--- config.mk ---
export PLATFORM = sky130hd
export DESIGN_NAME = flash_rd_arbiter
export DESIGN_NICKNAME = d
export VERILOG_FILES = /design/src/rtl/flash_rd_arbiter.sv
export SDC_FILE = /design/constraint.sdc
export NUM_CORES = 1
export LEC_CHECK = 0
export BUFFER_PORTS_ARGS = -buffer_cell sky130_fd_sc_hd__buf_2
export CAP_MARGIN = 20
export CORE_ASPECT_RATIO = 2
export CORE_MARGIN = 5
export CORE_UTILIZATION = 43
export DETAILED_ROUTE_END_ITERATION = 10
export PLACE_DENSITY_LB_ADDON = 0.1
export SETUP_SLACK_MARGIN = 0.4
export SYNTH_ARGS = -nofsm -noshare
export SYNTH_HDL_FRONTEND = slang
export SYNTH_SLANG_ARGS = --single-unit
--- constraint.sdc ---
create_clock -name iclk -period 1.85 [get_ports iclk]
set_input_delay 0.185 -clock iclk [delete_from_list [all_inputs] [get_ports iclk]]
set_output_delay 0.185 -clock iclk [all_outputs]
set_load 0.01 [all_outputs]
--- src/rtl/flash_rd_arbiter.sv ---
// flash_rd_arbiter: shares the flash controller's single word-read
// req/ack port between port A (ROM loader) and port B (aux reader).
//
// Ports:
//   iclk, ireset        clock, synchronous active-high reset
//   ia_addr/ia_req      port A request (level), address stable while req
//   oa_data/oa_ack      port A read data, 1-cycle completion pulse
//   ib_addr/ib_req      port B request (level)
//   ob_data/ob_ack      port B read data, 1-cycle completion pulse
//   ofl_addr/ofl_req    request to flash controller (level)
//   ifl_data/ifl_ack    flash read data, 1-cycle completion pulse
//   ogrant              {B,A} one-hot owner of the current read
//   otimeout            pulse when the watchdog aborts a read
module flash_rd_arbiter #(
    parameter int AW      = 23,
    parameter int DW      = 16,
    parameter int TIMEOUT = 1023,
    parameter int FIXED_A = 0
) (
    input  logic          iclk,
    input  logic          ireset,
    input  logic [AW-1:0] ia_addr,
    input  logic          ia_req,
    output logic [DW-1:0] oa_data,
    output logic          oa_ack,
    input  logic [AW-1:0] ib_addr,
    input  logic          ib_req,
    output logic [DW-1:0] ob_data,
    output logic          ob_ack,
    output logic [AW-1:0] ofl_addr,
    output logic          ofl_req,
    input  logic [DW-1:0] ifl_data,
    input  logic          ifl_ack,
    output logic [1:0]    ogrant,
    output logic          otimeout
);

    localparam int WW = $clog2(TIMEOUT + 1);

    typedef enum logic [1:0] {
        S_IDLE,
        S_BUSY,
        S_DONE
    } state_t;

    state_t        state_q, state_d;
    logic [WW-1:0] wdog_q, wdog_d;
    // 1: port B was served last (so A wins the next tie)
    logic          last_b_q, last_b_d;
    // 1: port B owns the read in flight
    logic          own_b_q, own_b_d;
    logic [AW-1:0] addr_q, addr_d;
    logic          req_q, req_d;
    logic [1:0]    grant_q, grant_d;
    logic [DW-1:0] a_data_q, a_data_d;
    logic [DW-1:0] b_data_q, b_data_d;
    logic          a_ack_q, a_ack_d;
    logic          b_ack_q, b_ack_d;
    logic          tmo_q, tmo_d;

    logic          pick_b;
    logic          expire;
    logic [DW-1:0] rd_word;

    always_ff @(posedge iclk) begin
        if (ireset) begin
            state_q  <= S_IDLE;
            wdog_q   <= '0;
            last_b_q <= 1'b1;
            own_b_q  <= 1'b0;
            addr_q   <= '0;
            req_q    <= 1'b0;
            grant_q  <= 2'b00;
            a_data_q <= '0;
            b_data_q <= '0;
            a_ack_q  <= 1'b0;
            b_ack_q  <= 1'b0;
            tmo_q    <= 1'b0;
        end else begin
            state_q  <= state_d;
            wdog_q   <= wdog_d;
            last_b_q <= last_b_d;
            own_b_q  <= own_b_d;
            addr_q   <= addr_d;
            req_q    <= req_d;
            grant_q  <= grant_d;
            a_data_q <= a_data_d;
            b_data_q <= b_data_d;
            a_ack_q  <= a_ack_d;
            b_ack_q  <= b_ack_d;
            tmo_q    <= tmo_d;
        end
    end

    always_comb begin
        pick_b = 1'b0;
        unique case (1'b1)
            (ib_req && !ia_req): pick_b = 1'b1;
            (ib_req && ia_req):  pick_b = (FIXED_A == 0) && !last_b_q;
            default:             pick_b = 1'b0;
        endcase
    end

    assign expire  = (wdog_q == WW'(TIMEOUT - 1));
    // An abort returns all-ones so the requester sees a defined word.
    assign rd_word = ifl_ack ? ifl_data : {DW{1'b1}};

    always_comb begin
        state_d  = state_q;
        wdog_d   = wdog_q;
        last_b_d = last_b_q;
        own_b_d  = own_b_q;
        addr_d   = addr_q;
        req_d    = req_q;
        grant_d  = grant_q;
        a_data_d = a_data_q;
        b_data_d = b_data_q;
        a_ack_d  = 1'b0;
        b_ack_d  = 1'b0;
        tmo_d    = 1'b0;

        unique case (state_q)
            S_IDLE: begin
                if (ia_req || ib_req) begin
                    own_b_d = pick_b;
                    addr_d  = pick_b ? ib_addr : ia_addr;
                    grant_d = pick_b ? 2'b10 : 2'b01;
                    req_d   = 1'b1;
                    wdog_d  = '0;
                    state_d = S_BUSY;
                end
            end
            S_BUSY: begin
                wdog_d = wdog_q + 1'b1;
                // ack has priority over a same-cycle watchdog expiry
                if (ifl_ack || expire) begin
                    req_d   = 1'b0;
                    grant_d = 2'b00;
                    tmo_d   = !ifl_ack;
                    state_d = S_DONE;
                    if (own_b_q) begin
                        b_data_d = rd_word;
                        b_ack_d  = 1'b1;
                    end else begin
                        a_data_d = rd_word;
                        a_ack_d  = 1'b1;
                    end
                end
            end
            S_DONE: begin
                last_b_d = own_b_q;
                state_d  = S_IDLE;
            end
            default: begin
                state_d = S_IDLE;
            end
        endcase
    end

    assign ofl_addr = addr_q;
    assign ofl_req  = req_q;
    assign ogrant   = grant_q;
    assign oa_data  = a_data_q;
    assign oa_ack   = a_ack_q;
    assign ob_data  = b_data_q;
    assign ob_ack   = b_ack_q;
    assign otimeout = tmo_q;

endmodule
* After elaboration in Yosys (flattened, before gate mapping)
Cells that the tools add are included.
Operators by class: add/sub/neg operators 1, eq/ne operators 5, muxes and demuxes 17, bitwise logic cells 3, reductions and logical operators 16
Operator list (number):
- 2-to-1 mux 23 bit | 1
- one-hot mux 10 bit (2 select lines) | 1
- 2-to-1 mux 16 bit | 1
- adder 10 x 1 -> 10 bit (second input constant) | 1
- equality test 10 bit (second input constant) | 1
- 2-to-1 mux 10 bit | 1
- 2-to-1 mux 2 bit | 5
- AND reduction 3 bit | 3
- one-hot mux 2 bit (2 select lines) | 2
- AND reduction 2 bit | 3
- 2-to-1 mux 1 bit | 4
- inequality test 2 bit (second input constant) | 2
- one-hot mux 1 bit (2 select lines) | 2
- zero test 1 bit | 3
- inverter 1 bit | 3
- OR reduction 3 bit | 1
- equality test 2 x 1 -> 1 bit (second input constant) | 1
- equality test 2 bit (second input constant) | 1
- logical AND 1 bit | 2
- zero test 2 bit | 1
- logical OR 1 bit | 2
- nonzero test 2 bit | 1
Storage, ports and cells: register bits 75, input bits 67, output and inout bits 61, word-level logic and storage cells 54

* Logic depth before layout (Yosys ltp)
Gate-level depths: netlist of the first run.
depth in word-level cells 6, depth in mapped cells 8, gate-level depth less buffers 6

* Worst setup path after synthesis of the first run
OpenSTA, ideal clock, no wires.
path type reg-to-reg, start point register wdog_q[0], end point register a_data_q[0], in the netlist oa_data[0], arrival time 1656 ps, required time 1731 ps, setup slack 75 ps, stages on the path, launching flop included 8, path buffers 1, period minus slack after synthesis 1775 ps, path through dfxtp_1 inv_1 ha_1 and4_1 a41oi_4 nor2_2 buf_2 o221a_2
On the way: longest elaborated chain between the ends 3
RTL lines:
- start, declared | line 47 | logic [WW-1:0] wdog_q, wdog_d;
- start signal, assigned | line 81 | wdog_q <= wdog_d;
- equality test 10 bit | line 104 | assign expire = (wdog_q == WW'(TIMEOUT - 1));
- logical OR 1 bit | line 136 | if (ifl_ack || expire) begin
- AND reduction 3 bit (no line)
- end signal, assigned | line 87 | a_data_q <= a_data_d;
- end, declared | line 55 | logic [DW-1:0] a_data_q, a_data_d;
Every way passes these cells. A chain may end at the register's enable or synchronous reset.

* Final worst setup path of the first run
start point register wdog_q[0], end point register a_data_q[5], in the netlist oa_data[5]
The elaborated chain is that of the path after synthesis.

==> out/metrics.yaml, run 1 <==
hold_class: "in2reg"
clk_pin_slew_ns: 0.06
row_count: 43
ctsHoldBuffers: 0
post-route-period-util: 0.857
critPathMaxFanout: 8
dp_hpwl_um: 5840
place_ws_ns: 0.100
setup_viol: 0
die_h_um: 129
rsz0062_at_grt: "true"
drc_errors: 0
vias: 2857
grt_usage: 0.181
synth.avg_cell_area_um2: 9.81
leakage_nw: 2.05
synthFlopType: "dfxtp_1"
clk_path_buf_depth: 2
drt_iter0_markers: 125
end_kind: "register"
start_util: 0.441
yosysUniqueCellTypes: 39
finalHoldWorstSlack_ns: 0.0793
cts_made_buffers: 9
overflow: 0
max_freq_ghz: 0.631
async_flop_share: 0
first_pass_iters: 5
port_buffers: 127
post-route-util: 0.647
final_nets: 519
cts-root-buf: "clkbuf_16"
critPathArrivalTime_ns: 1.80
power_mw: 4.23
crit_type: "reg2reg"
place_area_mm2: 0.00391
placeableCoreArea_mm2: 0.00694
maxCapViolCount: 0
dp.cells: 520
cts_tree: "built"
rr_endpoint: "oa_data[5]"
ys.warnings.count: 0
grt_max_degree: 51
crit_path_start_kind: "register"
worst_hold_startpoint: "ifl_ack"
syn_inst: 312
required_ns: 2.07
power_density_mw_per_mm2: 942
fin_cells: 545
drt_wl_total_um: 8320
fin_crit_ns: 1.59
die_w_um: 69.7
finClkSkew_ns: 0.00347
syn_area_mm2: 0.00306
drive_gt1_frac: 0.484
peakVddDrop_uv: 785
first_global_vias: 2937
area_growth_syn_to_layout_pct: 46.7
routedWlPerCell_um: 15.3
grt_pass1_wl_um: 13300
antenna_left: 0
antenna_cells: 0
antenna_found_initial: 0
worstHoldPathCells: 2
whs_endpoint: "otimeout"
r2r-start: "wdog_q[0]"
hold_violations: 0
slew_headroom: 0.713
status: "finished, final reports clean"
report.final.slew_viol_count: 0
synth_seq_cells: 75
worstMarginPinSlew_ns: 0.430
syn-num-nets: 381
clk-insertion-delay-late_ns: 0.33
die-area_mm2: 0.00901
htree_levels: 3
r2r_slack_ns: 0.26
synth_seq_area_share: 0.491
pin_count: 128
setup_tns_ns: 0
worst_slack_ns: 0.264
reg2reg_depth: 8
stdcell_area_mm2: 0.00449
routabilityCongestion: 0.772
cts_sinks: 75
avgViaCountPerCell: 5.24
synth_edf_count: 0
## flip-flops by register name (all words and copies together), names as in the netlist
register,count
ob_data,16
state_q,2
oa_data,16
own_b_q,1
otimeout,1
oa_ack,1
ofl_addr,23
last_b_q,1
ofl_req,1
wdog_q,10
ogrant,2
ob_ack,1
## synthesized netlist by cell type (3+ instances only)
library cell   n  area share
nor3_1         7       0.011
nand3_1        3      0.0049
o221a_2       15       0.055
a211oi_2      10       0.041
clkbuf_1      14       0.017
or3_1          3      0.0061
buf_2          5      0.0082
mux2i_1       23       0.075
inv_1         19       0.023
a21oi_1       10       0.016
o211ai_1       3      0.0074
nor2_1        51       0.063
a211oi_1      28       0.069
nand2_1        9       0.011
dfxtp_1       75        0.49
nand4_1        5       0.010
## logic make-up (layout without fill, tap and decap cells)
kind of cell,count (synthesis),after routing,share of synthesized area
AO/OA/AOI/OAI,78,78,0.223
XOR/XNOR,1,1,0.00286
adder cells (fa/ha/maj),2,2,0.00818
buffers and inverters,42,185,0.0597
flip-flops,75,75,0.491
multiplexers,25,25,0.0826
AND/OR/NAND/NOR,89,89,0.133
## area by class of cell
cell class                 count  area [um^2]
fill                         578         2450
multi-input combinational    195         1610
sequential                    75         1520
timing repair buffer         149          866
clock buffer                  12          267
tap                           90          113
inverter                      20         75.1
clock inverter                 4         47.5
## worst max-delay path: stages, from the launching register on
cell and delay, ns:
dfxtp_2 0.33, inv_2 0.04, ha_4 0.14, and4_4 0.15, a41oi_4 0.19, buf_6 0.14, nor2_4 0.05, clkbuf_16 0.18
o221a_4 0.26
## layer usage
| metal | GRT usage | vias up | share of wire |
|---|---|---|---|
| met5 | 0 | - | 0 |
| met4 | 0.0959 | 0 | 0.019 |
| met3 | 0.0567 | 17 | 0.074 |
| met2 | 0.334 | 110 | 0.53 |
| met1 | 0.181 | 1314 | 0.37 |
| li1 | - | 1416 | - |
## worst max-delay path by stage
stage	start	endpoint	slack (ns)
floorplan	wdog_q[0]	ob_data[10]	0.22
detailed placement	state_q[0]	ob_data[1]	0.10
CTS	wdog_q[0]	ob_data[5]	0.29
finish	wdog_q[0]	oa_data[5]	0.26
global route	wdog_q[0]	oa_data[5]	0.24
global placement	wdog_q[0]	oa_data[7]	0.15
## what timing repair did
item / 4_1_cts / 5_1_grt
buffers inserted: 6 / 2
gates resized for setup: 17 / 19
pin swaps: 10 / 15
setup endpoints to repair: 36 / 39
gates cloned: 0 / 1
## placed cells by master (no fill, tap or decap), drive strengths merged, types with 2 or more instances in the layout
master	instances
buf	148
dfxtp	75
nor2	52
a211oi	38
mux2i	23
inv	19
o221a	15
clkbuf	13
a21oi	10
nand2	9
nor3	7
nand4	5
o211ai	3
or3	3
and4	3
nand3	3
o21ai	3
clkinv	3
a311oi	2
a31oi	2
mux2	2
and3	2
nand2b	2
ha	2
## where the power goes
group | leakage (nW) | internal (mW) | switching (mW)
combinational | 1.28 | 0.312 | 0.342
sequential | 0.617 | 1.72 | 0.0664
clock | 0.155 | 1.15 | 0.639
No activity file was read; power rests on OpenSTA's default activity.
==> run 2, diff against run 1 <==
- CORE_UTILIZATION: 43 -> 47
- clock period: 1.85 -> 1.67 ns (I/O delays scaled with it)
==> out/metrics.yaml, run 2 (same netlist as run 1, synthesis figures left out) <==
grt_pass1_wl_um: 14200  # +7.1%
max_freq_ghz: 0.617  # -2.1%
row_count: 41  # -4.7%
dp_hpwl_um: 5960  # +2.1%
place_ws_ns: -0.00630  # -0.106 ns
crit_type: "reg2reg"
antenna_cells: 0  # unchanged
peakVddDrop_uv: 880  # +12%
ctsHoldBuffers: 0  # unchanged
finalHoldWorstSlack_ns: 0.0653  # -0.0140 ns
rsz0062_at_grt: "true"
drt_wl_total_um: 9790  # +18%
post-route-period-util: 0.970  # +0.113
critPathMaxFanout: 5  # -3
fin_crit_ns: 1.62  # +0.0340 ns
power_density_mw_per_mm2: 986  # +4.7%
setup_viol: 0  # unchanged
hold_class: "in2reg"
hold_violations: 0  # unchanged
routabilityCongestion: 0.802  # +3.9%
slew_headroom: 0.709  # -0.00452
first_pass_iters: 4  # -1
drt_iter0_markers: 167  # +34%
port_buffers: 127  # unchanged
worst_slack_ns: 0.0504  # -0.214 ns
pin_count: 128  # unchanged
crit_path_start_kind: "register"
first_global_vias: 3074  # +4.7%
finClkSkew_ns: 0.00555  # +0.00209 ns
worstMarginPinSlew_ns: 0.437  # +0.00683 ns
status: "finished, final reports clean"
grt_max_degree: 28  # -45%
maxCapViolCount: 0  # unchanged
end_kind: "register"
htree_levels: 3  # unchanged
slowest_stage: "dfxtp_2"
cp_slowest_stage_delay_ns: 0.34  # about the same
antenna_found_initial: 0  # unchanged
start_util: 0.485  # +0.0441
overflow: 0  # unchanged
clk-insertion-delay-late_ns: 0.33  # about the same
report.final.slew_viol_count: 0  # unchanged
die_w_um: 67.1  # -3.7%
antenna_left: 0  # unchanged
regArea_mm2: 0.00151  # -0.49%
routedWlPerCell_um: 17.3  # +13%
area_growth_syn_to_layout_pct: 64.3
leakage_nw: 2.22  # +8.4%
cts-root-buf: "clkbuf_16"
crit_top_cell: "buf_4"
nFillCells: 415  # -28%
most-common-layout-cells: "127 x buf_2, 70 x dfxtp_1, 36 x a211oi_2"
worstHoldPathCells: 2  # unchanged
largest_reg_flops: 23  # unchanged
clk_pin_slew_ns: 0.06  # about the same
die_h_um: 124  # -4.0%
critPathArrivalTime_ns: 1.86  # +0.06 ns
multiInputGateArea_mm2: 0.00181  # +13%
final_nets: 545  # +5.0%
die-area_mm2: 0.00832  # -7.6%
final_common_cell: "buf_2"
clk_path_buf_depth: 2  # unchanged
drc_errors: 0  # unchanged
avgViaCountPerCell: 5.37  # +2.4%
vias: 3045  # +6.6%
placeableCoreArea_mm2: 0.00631  # -9.1%
reg2reg_depth: 9  # +1
grt_usage: 0.227  # +0.0456
cts_made_buffers: 9  # unchanged
cts_tree: "built"
crit_path_cell_trace: "inv_2 -> ha_4 -> and4_4 -> a41oi_4 -> buf_4 -> buf_4 -> buf_6 -> nand3_1 -> a21oi_1"
cts_sinks: 75  # unchanged
drive_gt1_frac: 0.588  # +0.105
setup_tns_ns: 0  # unchanged
required_ns: 1.91  # -0.16 ns
-- run 2: cell types whose count changed in the layout (fill, tap and decap cells not counted), sizes merged --
cell      previous run  this run
buf                148       174
clkbuf              13        15
clkinv               3         2
clkinvlp             1         0
-- run 2: critical path, delay by kind of cell (launching register included) --
family	cells	cell delay, ns
AOI/OAI and AO/OA	2	0.42
and+or+nand+nor	2	0.23
adders and majority gates	1	0.14
DFF	1	0.34
buffers and inverters	4	0.42
-- run 2: cell type report --
| class | instances | area share |
|---|---|---|
| clock buffers | 14 | 0.0505 |
| clock inverters | 2 | 0.00697 |
| inverters | 20 | 0.0149 |
| multi-input cells | 195 | 0.360 |
| flip-flops and latches | 75 | 0.300 |
| well taps | 86 | 0.0214 |
| repair buffers | 175 | 0.246 |
-- run 2: routing by layer --
metal / track usage / up-vias / share of wire
li1: - / 1461 / -
met1: 0.225 / 1452 / 0.34
met2: 0.423 / 115 / 0.57
met3: 0.0560 / 17 / 0.062
met4: 0.109 / 0 / 0.025
met5: 0 / - / 0
-- run 2: metrics by stage --
stage	std cells	power (mW)	util	area [um^2]
floorplan	312	2.40	-	3180
global placement	525	2.69	0.634	4000
detailed placement	525	2.71	0.634	4000
CTS	557	4.81	0.746	4710
global route	567	5.16	0.797	5030
finish	567	4.96	0.797	5030
-- run 2: repair_timing --
action / CTS / global route
buffers inserted: 11 / 9
resized for setup: 48 / 53
pin swaps: 28 / 21
setup endpoints to repair: 66 / 70
cloned: 5 / 1
-- run 2: report_power, final --
| part | total, mW | internal (mW) | switching [mW] | leakage (nW) |
|---|---|---|---|---|
| Sequential | 2.00 | 1.91 | 0.0918 | 0.616 |
| Combinational | 1.08 | 0.551 | 0.526 | 1.46 |
| Clock | 1.88 | 1.20 | 0.683 | 0.141 |
| Total | 4.96 | 3.66 | 1.30 | 2.22 |
-- run 2: final timing paths --
kind | from | to | slack, ns
setup / recovery | wdog_q[0] | ogrant[1] | 0.05
hold / removal | ifl_ack | otimeout | 0.07
setup reg to reg | wdog_q[0] | ogrant[1] | 0.05
hold reg to reg | ob_data[8] | ob_data[8] | 0.46
==> run 3, diff against run 2 <==
- ABC_AREA: default -> 1
- CORE_UTILIZATION: 47 -> 49
==> out/metrics.yaml, run 3 <==
clk_path_buf_depth: 2  # unchanged
htree_levels: 3  # unchanged
start_util: 0.501  # +0.0164
die_h_um: 129  # +3.7%
synth.avg_cell_area_um2: 7.87  # -20%
crit_type: "reg2reg"
ys_top_cells_by_count: "100 x nand2_1, 75 x dfxtp_1, 61 x inv_1, 32 x nand4_1, 25 x o21ai_0"
max_freq_ghz: 0.740  # +20%
die_w_um: 69.4  # +3.4%
synth_seq_area_share: 0.435  # -0.0558
area_growth_syn_to_layout_pct: 46.5
post-route-period-util: 0.810  # -0.160
maxCapViolCount: 0  # unchanged
setup_tns_ns: 0  # unchanged
ys.warnings.count: 0  # unchanged
drt_wl_total_um: 10200  # +3.6%
report.final.slew_viol_count: 0  # unchanged
yosys.area_share.simple: 0.225  # +0.0925
rsz0062_at_grt: "true"
synthXorXnorAreaFrac: 0  # -0.00286
leakage_nw: 2.29  # +3.0%
cts-root-buf: "clkbuf_16"
routedWlPerCell_um: 14.9  # -14%
cts_made_buffers: 9  # unchanged
grt_usage: 0.205  # -0.0224
finClkSkew_ns: 0.00551  # -0.0000385 ns
drt_iter0_markers: 212  # +27%
synthFlopType: "dfxtp_1"
first_pass_iters: 4  # unchanged
syn_area_mm2: 0.00345  # +13%
antenna_found_initial: 0  # unchanged
worstMarginPinSlew_ns: 0.376  # -0.0602 ns
synth_seq_cells: 75  # unchanged
hold_class: "in2reg"
muxShareOfSynthArea: 0  # -0.0826
crit_path_start_kind: "register"
slew_headroom: 0.749  # +0.0398
overflow: 0  # unchanged
async_flop_share: 0  # unchanged
final_nets: 657  # +21%
dp_hpwl_um: 6300  # +5.8%
fin_crit_ns: 1.35  # -0.268 ns
routabilityCongestion: 0.770  # -4.0%
nFillCells: 594  # +43%
drc_errors: 0  # unchanged
most-common-layout-cells: "127 x buf_2, 98 x nand2_1, 70 x dfxtp_1"
status: "finished, final reports clean"
yosysTopAreaCellShare: 0.435  # -0.0558
required_ns: 1.94  # +0.03 ns
synth_top_cell_by_area: "dfxtp_1"
synth_fa_ha_area_frac: 0.00725  # -0.000930
place_area_mm2: 0.00412  # +3.0%
placeableCoreArea_mm2: 0.00689  # +9.1%
synth.area.top_cells: "dfxtp_1 43%, nand2_1 11%, inv_1 6.6%, a21oi_4 6.1%, nand4_1 5.8%"
synth_top_family_by_area: "simple AND/OR/NAND/NOR gates"
ctsHoldBuffers: 0  # unchanged
yosysUniqueCellTypes: 32  # -18%
syn-num-nets: 508  # +33%
clk_pin_slew_ns: 0.06  # about the same
end_kind: "register"
cts_sinks: 75  # unchanged
first_global_vias: 3443  # +12%
critPathArrivalTime_ns: 1.62  # -0.24 ns
final_common_cell: "buf_2"
die-area_mm2: 0.00893  # +7.3%
finalHoldWorstSlack_ns: 0.0957  # +0.0303 ns
r2r_slack_ns: 0.32  # +0.27 ns
antenna_cells: 0  # unchanged
peakVddDrop_uv: 769  # -13%
power_density_mw_per_mm2: 957  # -3.0%
critPathMaxFanout: 6  # +1
largest_reg_flops: 23  # unchanged
grt_max_degree: 25  # -11%
antenna_left: 0  # unchanged
syn_inst: 439  # +41%
synth_edf_count: 0  # unchanged
vias: 3515  # +15%
setup_viol: 0  # unchanged
clk-insertion-delay-late_ns: 0.33  # about the same
row_count: 43  # +4.9%
grt_pass1_wl_um: 15000  # +5.4%
cts_tree: "built"
avgViaCountPerCell: 5.15  # -4.2%
synth-compound-area-share: 0.210  # -0.0134
pin_count: 128  # unchanged
drive_gt1_frac: 0.425  # -0.163
hold_violations: 0  # unchanged
yosysMostFrequentCell: "nand2_1"
stdcell_area_mm2: 0.00506  # +0.62%
port_buffers: 127  # unchanged
==> run 3: critical path, cell delays in order (launching register included) <==
cell and delay (ns):
dfxtp_2 0.32, inv_2 0.06, ha_4 0.11, nand3_2 0.07, nor2_2 0.10, nand2_2 0.09
nand2_4 0.10, nand3_4 0.13, buf_12 0.18, a21oi_2 0.11
==> run 3: cell families after synthesis <==
group | count (synthesis)
AO/OA/AOI/OAI | 102
adder cells (fa/ha/maj) | 2
buffers and inverters | 95
flip-flops | 75
AND/OR/NAND/NOR | 165
==> run 3: area by class of cell <==
class                      instances  area [um^2]  share of cell area
tap                               90          113              0.0223
timing repair buffer             167         1140               0.225
clock buffer                      15          288              0.0569
clock inverter                     1         5.00            0.000989
timing repair inverter             1         8.76             0.00173
multi-input combinational        269         1730               0.343
inverter                          65          262              0.0517
sequential                        75         1510               0.299
==> run 3: where the power goes <==
group | internal (mW) | switching (mW)
Clock | 1.17 | 0.690
Sequential | 1.91 | 0.0678
Combinational | 0.450 | 0.555
Total | 3.53 | 1.31
==> run 3: final timing paths <==
check	start	end	cells past startpoint
worst max-delay path	wdog_q[0]	ob_data[4]	9
worst min-delay path	ib_addr[9]	ofl_addr[9]	3
worst max register to register	wdog_q[0]	ob_data[4]	9
worst min register to register	oa_data[10]	oa_data[10]	2
==> run 3: metrics by stage <==
stage                     std cells  setup slack (ns)  total power, mW  utilization
after floorplan                 439             0.391             2.47            -
after global placement          635             0.224             2.71        0.598
after detailed placement        635             0.135             2.72        0.598
after CTS                       664             0.308             4.66        0.676
after global routing            683             0.256             5.05        0.735
final                           683             0.318             4.84        0.735
==> run 3: timing repair <==
| action | 4_1_cts | 5_1_grt |
|---|---|---|
| resized for setup | 23 | 39 |
| setup buffers | 10 | 12 |
| cloned | 3 | 7 |
| pin swaps | 5 | 11 |
| setup endpoints to repair | 63 | 71 |
==> run 3: routing by layer <==
metal	global-route usage	routed length (um)
met1	0.200	3450
met2	0.387	5740
met3	0.0532	639
met4	0.109	318
met5	0	0
